**src/rtl/exception_sequencer.sv**
```systemverilog
// exception_sequencer: multicycle exception entry (latch EPC/cause, fetch vector byte, one PC write); EXC_DIVZERO_EN enables div_zero as cause 11
module exception_sequencer #(
  parameter logic [31:0] VEC_BASE = 32'd253,
  parameter int          MEM_LAT  = 2
) (
  input  logic        clk,
  input  logic        reset,
  input  logic        exc_check,
  input  logic        opcode_inv,
  input  logic        overflow,
  input  logic        div_zero,
  input  logic [31:0] pc_cur,
  input  logic [7:0]  mem_data,
  output logic        busy,
  output logic        mem_read,
  output logic [31:0] mem_addr,
  output logic [2:0]  pc_src_sel,
  output logic        pc_write,
  output logic [31:0] handler_pc,
  output logic [31:0] epc,
  output logic [1:0]  cause
);
  typedef enum logic [1:0] {IDLE, READ, JUMP} state_t;
  localparam logic [3:0] LAT = 4'(MEM_LAT);
  state_t     state;
  logic [3:0] cnt;
  logic [1:0] code;
`ifdef EXC_DIVZERO_EN
  assign code = opcode_inv ? 2'b01 : overflow ? 2'b10 : div_zero ? 2'b11 : 2'b00;
`else
  logic unused_div_zero;
  assign unused_div_zero = div_zero;
  assign code = opcode_inv ? 2'b01 : overflow ? 2'b10 : 2'b00;
`endif
  // sequencer FSM; every output is a register updated on the same edge as the state
  always_ff @(posedge clk) begin
    if (reset) begin
      state      <= IDLE;
      cnt        <= '0;
      busy       <= 1'b0;
      mem_read   <= 1'b0;
      mem_addr   <= '0;
      pc_src_sel <= '0;
      pc_write   <= 1'b0;
      handler_pc <= '0;
      epc        <= '0;
      cause      <= '0;
    end else begin
      case (state)
        IDLE: if (exc_check && code != 2'b00) begin
          state    <= READ;
          cnt      <= '0;
          busy     <= 1'b1;
          mem_read <= 1'b1;
          mem_addr <= VEC_BASE + {30'b0, code} - 32'd1;
          epc      <= pc_cur - 32'd4;
          cause    <= code;
        end
        READ: if (cnt == LAT) begin
          state      <= JUMP;
          mem_read   <= 1'b0;
          mem_addr   <= '0;
          handler_pc <= {24'b0, mem_data};
          pc_src_sel <= 3'b100;
          pc_write   <= 1'b1;
        end else begin
          cnt <= cnt + 4'd1;
        end
        JUMP: begin
          state      <= IDLE;
          busy       <= 1'b0;
          pc_src_sel <= '0;
          pc_write   <= 1'b0;
        end
        default: state <= IDLE;
      endcase
    end
  end
endmodule

```
**config.mk**
```make
export PLATFORM = sky130hd
export DESIGN_NAME = exception_sequencer
export DESIGN_NICKNAME = d
export VERILOG_FILES = /design/src/rtl/exception_sequencer.sv
export SDC_FILE = /design/constraint.sdc
export NUM_CORES = 1
export LEC_CHECK = 0
export BUFFER_PORTS_ARGS = -buffer_cell sky130_fd_sc_hd__buf_2
export CORE_MARGIN = 3
export CORE_UTILIZATION = 45
export CTS_CLUSTER_SIZE = 12
export DETAILED_ROUTE_END_ITERATION = 7
export GPL_TIMING_DRIVEN = 0
export PLACE_DENSITY = 0.84
export SLEW_MARGIN = 20
export SYNTH_ARGS = -nofsm -noshare
export SYNTH_HDL_FRONTEND = slang
export SYNTH_SLANG_ARGS = --single-unit
```
**constraint.sdc**
```tcl
create_clock -name clk -period 4.65 [get_ports clk]
set_input_delay 0.2325 -clock clk [delete_from_list [all_inputs] [get_ports clk]]
set_output_delay 0.2325 -clock clk [all_outputs]
set_load 0.05 [all_outputs]
```
==> results_dict.tcl <==
set metrics [dict create \
    fin_crit_ns 2.558 \
    ant_nets 0 \
    fill_cells 572 \
    period_share 0.5501 \
    n_antenna_cell 0 \
    finClkSkew_ns 0.006123 \
    slew-limit-headroom 0.3949 \
    synth_xor_area_frac 0.04481 \
    r2r_slack_ns 2.09 \
    hp-class "input port to flop" \
    synth_simple_gate_area_share 0.2399 \
    io_buffers 97 \
    cts-root-buf "clkbuf_8" \
    synth_compound_area_frac 0.1366 \
    viasPerCell 4.915 \
    htree_levels 2 \
    async_reset_ff_frac 0 \
    dieArea_um2 7519 \
    place_congestion 0.8554 \
    reg2reg_from "state[0]" \
    synth.avg_cell_area_um2 8.376 \
    vias 2846 \
    p_leak_nw 1.852 \
    reg2reg_to "epc[12]" \
    drc 0 \
    synth_warnings 0 \
    finalWorstSetupSlack_ns 2.092 \
    worstHoldStart "opcode_inv" \
    initial_utilization 0.4809 \
    cp_data_required_time_ns 4.83 \
    antenna_found_initial 0 \
    crit_type "flop to flop" \
    synthMuxAreaShare 0.02732 \
    path_max_fanout 10 \
    drt_iter0_drc 103 \
    post_cts_buffers 0 \
    cts_max_path_buffers 2 \
    max_slew.worst_pin.slew_ns 0.9056 \
    clock_latency_ns 0.31 \
    die-height_um 86.71 \
    yosys_most_used_dff "dfxtp_1" \
    maxSlewViolCount 0 \
    first_pass_iters 4 \
    end_kind "flop" \
    hold_path_depth 2 \
    grt_pass1_vias 2618 \
    cts_tree "built" \
    dp_hpwl_mm 5.944 \
    grt_usage 0.1941 \
    dpl_worst_slack_ns 2.145 \
    syn-cell-area_um2 2932 \
    min_to "cause[1]" \
    rows 28 \
    syn_inst 350 \
    tns_ns 0 \
    ys_seq_elements 53 \
    synth-seq-area-share 0.3619 \
    rr_worst_depth 6 \
    maxCapViolCount 0 \
    core_area_um2 6096 \
    synth_edf_count 0 \
    synth_top_family_by_area "simple AND/OR/NAND/NOR gates" \
    hold_violations 0 \
    layout-drive-gt1-share 0.3433 \
    p_total_mw 1.182 \
    cts_made_buffers 5 \
    max_freq_ghz 0.3909 \
    ir_worst_vdd_mv 0.1876 \
    cts_hold_buf 0 \
    synthAdderAreaFrac 0.01280 \
    io_pins 150 \
    wl_per_cell_um 12.88 \
    fin_area_um2 3785 \
    grt_pass1_wl_mm 11.83 \
    gr-total-overflow 0 \
    nets 552 \
    clock-sinks 53 \
    syn2layout_area_growth_pct 29.11 \
    rsz0062_at_grt "no" \
    wl_mm 7.456 \
    cts_resized 0 \
    cp.arrival_ns 2.73 \
    setup_viol 0 \
    ys_types 43 \
    clkSlewWorstSetupHoldPaths_ns 0.10 \
    grt_max_degree 18 \
    die_x_um 86.71 \
    cp-start-kind "flop" \
    p_per_area_nw_per_um2 312.3 \
    dpl_cell_area_um2 3695 \
    outcome "complete, no violations" \
]
-- worst max-delay path by stage --
stage / start / endpoint / slack [ns]
floorplan: pc_cur[19] / epc[27] / 2.58
global placement: exc_check / epc[14] / 2.14
detailed placement: state[0] / epc[15] / 2.14
CTS: state[0] / epc[15] / 2.12
global route: state[0] / epc[10] / 1.93
finish: state[0] / epc[12] / 2.09
-- stage by stage --
step	hold WS (ns)	util	cells
after floorplan	0.3289	-	399
after global placement	0.4417	0.6061	571
after detailed placement	0.4459	0.6061	571
after CTS	0.1439	0.6209	579
after global routing	0.1436	0.6209	579
final	0.1513	0.6209	579
-- power by group --
part           leakage [nW]  total (mW)  switching [mW]  internal [mW]
sequential            0.435       0.501          0.0168          0.484
clock                0.0445       0.267           0.160          0.107
combinational          1.37       0.414           0.305          0.109
-- per-layer routing --
layer	wire length (µm)	GRT usage	up-vias
met4	77	0.06091	0
met1	3056	0.2385	1257
met3	696	0.04278	12
met5	0	0	-
li1	-	-	1450
met2	3624	0.3366	127
-- kinds of logic (layout without fill, tap and decap cells) --
kind of cell	after synthesis	count (layout)
XOR/XNOR	15	15
other	1	50
buffers and inverters	79	184
adder cells (fa/ha/maj)	3	3
multiplexers	8	8
AND/OR/NAND/NOR	136	136
AO/OA/AOI/OAI	55	55
flip-flops	53	53
-- state kept, by name, summed over array words and instances (netlist names) --
register / flops
mem_addr: 3
pc_src_sel: 1
epc: 32
handler_pc: 8
busy: 1
cause: 2
cnt: 4
state: 2
-- cell type report --
class / count / area (µm²) / share of cell area
multi-input combinational: 267 / 1540 / 0.4069
clock inverter: 3 / 21.27 / 0.005620
tap: 75 / 93.84 / 0.02479
sequential: 53 / 1061 / 0.2803
clock buffer: 5 / 68.82 / 0.01818
buffer: 76 / 503.0 / 0.1329
timing repair buffer: 97 / 485.5 / 0.1283
inverter: 3 / 11.26 / 0.002975
-- cell usage in the layout (no fill, tap or decap), types with 4 or more instances in the layout --
master | synthesis | final
clkbuf_8 | 0 | 5
a21oi_1 | 11 | 11
clkbuf_1 | 12 | 12
xnor2_1 | 4 | 4
nor4_1 | 12 | 12
a311oi_1 | 8 | 8
nand2_1 | 18 | 18
nand4_1 | 6 | 6
nor3_1 | 6 | 6
buf_2 | 3 | 100
or3_1 | 7 | 7
mux2i_1 | 8 | 8
xor2_1 | 11 | 11
dfxtp_1 | 53 | 53
or4_1 | 4 | 4
nor2_1 | 54 | 54
and4_1 | 6 | 6
conb_1 | 1 | 50
buf_4 | 57 | 57
a211oi_1 | 22 | 22
buf_1 | 4 | 4
nand3_1 | 8 | 8
-- cells in the mapped netlist, types with 2 or more instances --
cell | instances | area [µm²]
buf_2 | 3 | 15.01
nor3_1 | 6 | 30.03
a311oi_1 | 8 | 70.07
a211oi_1 | 22 | 165.2
and4_1 | 6 | 52.55
ha_1 | 3 | 37.54
mux2i_1 | 8 | 80.08
xor2_1 | 11 | 96.34
or2_2 | 2 | 12.51
nor2_1 | 54 | 202.7
nor3b_1 | 2 | 15.01
inv_1 | 3 | 11.26
buf_1 | 4 | 15.01
nand4_1 | 6 | 37.54
o41ai_1 | 2 | 17.52
nor4_1 | 12 | 75.07
or3b_2 | 2 | 17.52
nand2_1 | 18 | 67.56
dfxtp_1 | 53 | 1061
o31ai_1 | 3 | 22.52
buf_4 | 57 | 427.9
clkbuf_1 | 12 | 45.04
o21ai_0 | 3 | 15.01
nand4b_1 | 2 | 17.52
a21oi_1 | 11 | 55.05
or3_1 | 7 | 43.79
xnor2_1 | 4 | 35.03
or4_1 | 4 | 30.03
nand3_1 | 8 | 40.04
-- worst max-delay path, cell delays in order (launching register included) --
cell and delay [ns]:
dfxtp_1 0.33, nor3b_1 0.75, and2_1 0.23, clkbuf_1 0.29, buf_2 0.31, buf_1 0.39, a211oi_1 0.13
No activity file was read; power rests on OpenSTA's default activity.
